**src/rtl/alu_arbiter.sv**
```systemverilog
// Round-robin arbiter sharing one external combinational ALU between two requesters.
// Issues one latched operation at a time and holds the captured result until the consumer takes it.
//
// state | meaning
// IDLE  | waiting for a request; grants one requester combinationally
// EXEC  | issue registers drive the ALU; result captured at the end of this cycle
// HOLD  | result presented on res_*; waits for res_ready_i
module alu_arbiter (
    input  logic       clk_i,
    input  logic       reset_i,
    input  logic       req0_valid_i,
    input  logic [2:0] req0_op_i,
    input  logic [7:0] req0_a_i,
    input  logic [7:0] req0_b_i,
    output logic       req0_ready_o,
    input  logic       req1_valid_i,
    input  logic [2:0] req1_op_i,
    input  logic [7:0] req1_a_i,
    input  logic [7:0] req1_b_i,
    output logic       req1_ready_o,
    output logic [2:0] alu_op_o,
    output logic [7:0] alu_a_o,
    output logic [7:0] alu_b_o,
    input  logic [7:0] alu_out_i,
    input  logic       alu_zero_i,
    output logic       res_valid_o,
    output logic [7:0] res_data_o,
    output logic       res_zero_o,
    output logic       res_tag_o,
    input  logic       res_ready_i
);

    typedef enum logic [1:0] {
        IDLE = 2'd0,
        EXEC = 2'd1,
        HOLD = 2'd2
    } state_t;

    state_t     state_q, state_d;
    logic       last_grant_q;
    logic [2:0] op_q;
    logic [7:0] a_q, b_q;
    logic       res_valid_q;
    logic [7:0] res_data_q;
    logic       res_zero_q;
    logic       res_tag_q;
    logic       grant;
    logic       accept;

    // Round-robin only matters under contention; a lone requester always wins.
    always_comb begin
        grant = 1'b0;
        if (req0_valid_i && req1_valid_i) begin
            grant = ~last_grant_q;
        end else if (req1_valid_i) begin
            grant = 1'b1;
        end
    end

    always_ff @(posedge clk_i) begin
        if (reset_i) begin
            state_q <= IDLE;
        end else begin
            state_q <= state_d;
        end
    end

    always_comb begin
        state_d = state_q;
        case (state_q)
            IDLE:    if (accept) state_d = EXEC;
            EXEC:    state_d = HOLD;
            HOLD:    if (res_valid_q && res_ready_i) state_d = IDLE;
            default: state_d = IDLE;
        endcase
    end

    // Ready is gated by reset so no handshake can complete on a reset edge.
    always_comb begin
        accept       = 1'b0;
        req0_ready_o = 1'b0;
        req1_ready_o = 1'b0;
        if (state_q == IDLE && !reset_i && (req0_valid_i || req1_valid_i)) begin
            accept       = 1'b1;
            req0_ready_o = ~grant;
            req1_ready_o = grant;
        end
    end

    always_ff @(posedge clk_i) begin
        if (reset_i) begin
            last_grant_q <= 1'b1;
            op_q         <= 3'd0;
            a_q          <= 8'd0;
            b_q          <= 8'd0;
            res_valid_q  <= 1'b0;
            res_data_q   <= 8'd0;
            res_zero_q   <= 1'b0;
            res_tag_q    <= 1'b0;
        end else begin
            if (accept) begin
                op_q         <= grant ? req1_op_i : req0_op_i;
                a_q          <= grant ? req1_a_i  : req0_a_i;
                b_q          <= grant ? req1_b_i  : req0_b_i;
                res_tag_q    <= grant;
                last_grant_q <= grant;
            end
            if (state_q == EXEC) begin
                res_data_q  <= alu_out_i;
                res_zero_q  <= alu_zero_i;
                res_valid_q <= 1'b1;
            end else if (state_q == HOLD && res_valid_q && res_ready_i) begin
                res_valid_q <= 1'b0;
            end
        end
    end

    assign alu_op_o    = op_q;
    assign alu_a_o     = a_q;
    assign alu_b_o     = b_q;
    assign res_valid_o = res_valid_q;
    assign res_data_o  = res_data_q;
    assign res_zero_o  = res_zero_q;
    assign res_tag_o   = res_tag_q;

endmodule
```
**config.mk**
```make
export PLATFORM = sky130hd
export DESIGN_NAME = alu_arbiter
export DESIGN_NICKNAME = d
export VERILOG_FILES = /design/src/rtl/alu_arbiter.sv
export SDC_FILE = /design/constraint.sdc
export NUM_CORES = 1
export LEC_CHECK = 0
export CORE_MARGIN = 3
export CORE_UTILIZATION = 35
export DETAILED_ROUTE_END_ITERATION = 8
export PLACE_DENSITY_LB_ADDON = 0.12
export SYNTH_ARGS = -nofsm -noshare
export SYNTH_HDL_FRONTEND = slang
export SYNTH_SLANG_ARGS = --single-unit
export TNS_END_PERCENT = 100
```
**constraint.sdc**
```tcl
create_clock -name clk_i -period 1.3 [get_ports clk_i]
set_clock_uncertainty 0.1 [all_clocks]
set_input_delay 0.26 -clock clk_i [delete_from_list [all_inputs] [get_ports clk_i]]
set_output_delay 0.26 -clock clk_i [all_outputs]
set_load 0.05 [all_outputs]
```
# Yosys cells after proc, flatten, opt, wreduce, memory -nomap -nowiden

Index checks and enable logic that the tools add are counted.

Shift operators: 0
Multiplexer cells: 13
Reduce and logical (&&, ||, !) cells: 11
Divide/modulo/power cells: 0
Magnitude comparators: 0
Multipliers: 0
Eq/ne operators: 4
$add $sub $neg: 0
Bitwise logic cells: 2

Operator list:

| kind                 | number |
|---|---|
| $mux W8              | 2 |
| $mux W1              | 7 |
| $logic_and A1 B1 Y1  | 6 |
| $pmux W2 S3          | 1 |
| $mux W2              | 2 |
| $ne A2 B2 Y1 const B | 2 |
| $mux W3              | 1 |
| $eq A2 B1 Y1 const B | 1 |
| $eq A2 B2 Y1 const B | 1 |
| $logic_not A2 Y1     | 1 |
| $not A1 Y1           | 2 |
| $reduce_and A2 Y1    | 1 |
| $reduce_bool A2 Y1   | 1 |
| $logic_not A1 Y1     | 1 |
| $logic_or A1 B1 Y1   | 1 |

ROM bits: 0
Memory bits (writable): 0
Latch bits: 0
Register bits after elaboration: 33
Logic and storage cells: 39
Bits of input ports: 52
Output and inout bits: 32
Memories: 0

# Depth between registers and ports, before layout

Gate-level depths: netlist of run 1.

Depth after elaboration: 6
Mapped depth: 6
Depth with buffers taken out: 4

# Least setup slack after synthesis of run 1

No wires, ideal clock.

Path type: in2out
Start point: input port reset_i
End point: output port req0_ready_o
Slack: -0.389 ns
Data required time: 0.940 ns
Path buffers: 1
Arrival: 1.329 ns
Stages on the path: 4
Cells stage by stage: buf_2 -> nor3_2 -> nand2_1 -> nor2_1

Word-level cells in the longest chain between the ends: 4

Ends and longest elaborated chain:

| element                           | line | source |
|---|---|---|
| from (decl)                       | 10   | `input logic reset_i,` |
| $logic_not A1 Y1                  | 83   | `if (state_q == IDLE && !reset_i && (req0_valid_i \|\| req1_valid_i)) begin` |
| $logic_and A1 B1 Y1 (2 in series) | 83   |  |
| $mux W1                           | 83   |  |
| to (decl)                         | 15   | `output logic req0_ready_o,` |

No other way between the ends.

# Final worst setup path of run 1

Start point: register state_q[0]
End point: output port req0_ready_o

Word-level cells in the longest chain between the ends: 4

Ends and longest elaborated chain:

| element                           | line | source |
|---|---|---|
| from (decl)                       | 39   | `state_t state_q, state_d;` |
| from (signal assigned)            | 64   | `state_q <= state_d;` |
| $logic_not A2 Y1                  | 83   |  |
| $logic_and A1 B1 Y1 (2 in series) | 83   |  |
| $mux W1                           | 83   |  |

No other way between the ends.

==> results of run 1 <==
[cells by family after synthesis]
family / after synthesis / share of synthesized area (%)
and+or+nand+nor: 69 / 20.0
AOI/OAI and AO/OA: 54 / 30.4
DFF: 33 / 42.2
buffers and inverters: 18 / 7.43
[metal layers]
layer  global-route usage [%]  vias to the layer above  share of wire, %
li1                         -                      832                 -
met1                     22.9                      807                38
met2                     37.1                       71                52
met3                     4.41                       11               8.0
met4                     6.35                        0               2.0
met5                        0                        -                 0
[sequential cells by signal, summed over array words and instances (netlist names)]
name / flops
alu_b_o: 8
res_tag_o: 1
state_q: 2
alu_a_o: 8
res_zero_o: 1
last_grant_q: 1
alu_op_o: 3
res_data_o: 8
res_valid_o: 1
[how the worst min path moves through the flow]
stage,slack (ns),end,cells past startpoint,from
finish,0.23,alu_b_o[7],3,reset_i
global route,0.25,alu_b_o[7],3,reset_i
floorplan,0.30,res_data_o[0],2,alu_out_i[0]
CTS,0.22,alu_b_o[7],3,reset_i
global placement,0.38,res_data_o[7],2,res_data_o[7]
detailed placement,0.39,res_data_o[1],2,res_data_o[1]
[power groups by stage]
stage | logic [µW] | registers [µW] | clock network (µW)
finish | 1570 | 1220 | 771
detailed placement | 1340 | 1230 | 0
CTS | 1470 | 1210 | 780
floorplan | 397 | 1480 | 0
global placement | 1320 | 1230 | 0
global route | 1650 | 1230 | 816
[through the flow]
stage	utilization (%)	worst slack (ns)	setup TNS, ns	instance area, µm²
detailed placement	69.4	-0.585	-12.97	2880
global placement	69.4	-0.544	-12.49	2880
floorplan	-	-0.0351	-0.0649	1590
global route	81.7	-0.417	-4.64	3380
CTS	77.8	-0.376	-3.68	3220
finish	81.7	-0.365	-3.35	3380
[tightest hold or removal path, stage by stage]
cell and delay, ns:
buf_2 0.11, buf_4 0.16, a311oi_2 0.05
[layout by cell type (no fill, tap or decap), types with 2 or more instances in the layout]
cell type	count
clkdlybuf4s50_1	48
buf_12	36
nand2_1	32
dfxtp_1	30
buf_4	20
a311oi_2	19
a21oi_1	16
nand2_2	14
a21oi_2	14
nand2_4	12
clkbuf_8	5
buf_6	5
buf_8	3
nand3b_1	2
nor2_1	2
clkinv_2	2
buf_16	2
dfxtp_2	2
[final cells by class]
| cell class | count | share of cell area, % |
|---|---|---|
| repair buffers | 118 | 45.8 |
| multi-input cells | 123 | 28.8 |
| flip-flops and latches | 33 | 19.7 |
| clock buffers | 5 | 2.03 |
| well taps | 50 | 1.85 |
| inverters | 2 | 0.739 |
| clock inverters | 3 | 0.518 |
| repair inverters | 1 | 0.481 |
[timing repair]
item,in CTS,in global routing
gates resized for setup,41,37
pin swaps,23,24
setup buffers,10,4
setup endpoints to repair,24,26
gates cloned,2,2
==> metrics.txt, run 1 <==
delay-heaviest family, CP=simple AND/OR/NAND/NOR gates; prevailing post-synth register cell=dfxtp_1; final worst slack=-0.365 ns; crit path buf inv count=2; Layout fillers=roughly 250; via count=approximately 1,700; NetSw=between 1000 and 1500 µW; f_max=between 600 and 700 MHz; Port Buffers=83; DP Cell Count=~310; Comb pwr share=between 40% and 50%; FFs w/ async S/R, synth=0%; clk_lat worst skew=0.29 ns; crit path capture=req0_ready_o; VDD IR-drop max=0.529 mV; Area Growth Syn to Fin=116%; routability cong.=about 0.7; CP max FO=3; total congestion overflow=0; H-Tree Depth=2; clock transition time at the flip-flop clock pins of the worst setup and hold paths=approximately 0.080 ns; CTS tree=done; Tmin final=between 1.5 and 2 ns; Setup CP Type=reg -> out; share of cells above drive strength 1=between 50% and 60%; Sw Share=between 30% and 40%; Post-Synthesis Cells=~170; Register Area=667 µm²; Static Leak=0.00134 µW; Clock Root Buffer=clkbuf_8; Multi-input gate area=around 980 µm²; synthesized cell area=1570 µm²; wirelength, routed=5460 µm; Max stage delay cell, worst path=dfxtp_2; Synth cell types=24; nets=roughly 340; post-synth top area share=between 40% and 50%; post-route antenna net violation count=0; Worst Reg-to-Reg Cells=6; DR pass1 iterations=4; Post-synth EDFFs=0; syn avg cell area=between 9 and 10 µm²; Slew @ Worst Pin=between 0.2 and 0.25 ns; outcome=finished with violations; CP arrival=around 1.3 ns; most instantiated library cell after synthesis=nand2_1; crit-path max cell delay=between 0.3 and 0.4 ns; cell-internal power=around 2300 µW; # IOs=84; Worst setup EP type=primary output; Synth top cells by count=48 x nand2_1, 33 x dfxtp_1, 30 x a21oi_1, 19 x a311oi_2, 10 x nand2_2; core region area=about 4100 µm²; ant diodes=0; initial drt markers=24; Die ar.=between 5000 and 6000 µm²; HP Class=in -> reg; Clock Power Share=between 20 and 25%; relative slew slack=85.0%; power per cell area=~1100 nW/µm²; global-route wire length before repair=around 8200 µm; Rows=23; final setup vio count=21; Post-Layout Cell Count=between 300 and 400; Reg power frac=approximately 34%; vias per cell=about 5; period utilisation layout=128%; worst setup path startpoint=state_q[0]; dominant cell type by area after synthesis=dfxtp_1; sequential area share after synthesis=a little over two fifths; synth top area cells=dfxtp_1 42%, a311oi_2 18%, nand2_1 12%; RR Endpoint=alu_a_o[1]; Hold Worst Slack=0.234 ns; Mapped Nets=226; DRC violations left=0; R2R Path Start=last_grant_q; Synth warnings=0; drt wl/cell=16.3 µm; post-cts hold buffer count=0; worst path required time=roughly 0.94 ns; RSZ-0062 raised after global routing=true; startpoint types=flop; Initial Utilization=~38%; DP Wirelength=between 3000 and 4000 µm; Levels on crit path=5; Final Hold Fails=0; Max Cap Viol=0; R2R setup slack=-0.20 ns; Die X=roughly 73 µm; clk buf depth=2; register bit total from synthesis=33; cts bufs inserted=5; Final Power=3560 µW; GR Util All Layers=just over 20%; clk sinks=33; Die Y=roughly 73 µm; initial antenna violation count=0; final slew viol count=0; critical path, cell by cell=nor3_4 > nand2_2 > buf_6 > nor2_4 > buf_12; pin count of the biggest net entering global routing=21; failing checks=setup timing; vias in the first global route=approximately 1,700
Power figures use the tool's default switching activity.
==> inputs of run 2 (changes only) <==
--- a/config.mk
+++ b/config.mk
@@ -7,6 +7,7 @@
 export LEC_CHECK = 0
 export CORE_MARGIN = 3
 export CORE_UTILIZATION = 35
+export CTS_CLUSTER_SIZE = 16
 export DETAILED_ROUTE_END_ITERATION = 8
 export PLACE_DENSITY_LB_ADDON = 0.12
 export SYNTH_ARGS = -nofsm -noshare
==> results of run 2 <==
Final layout, timing and power as in run 1 (identical DEF).
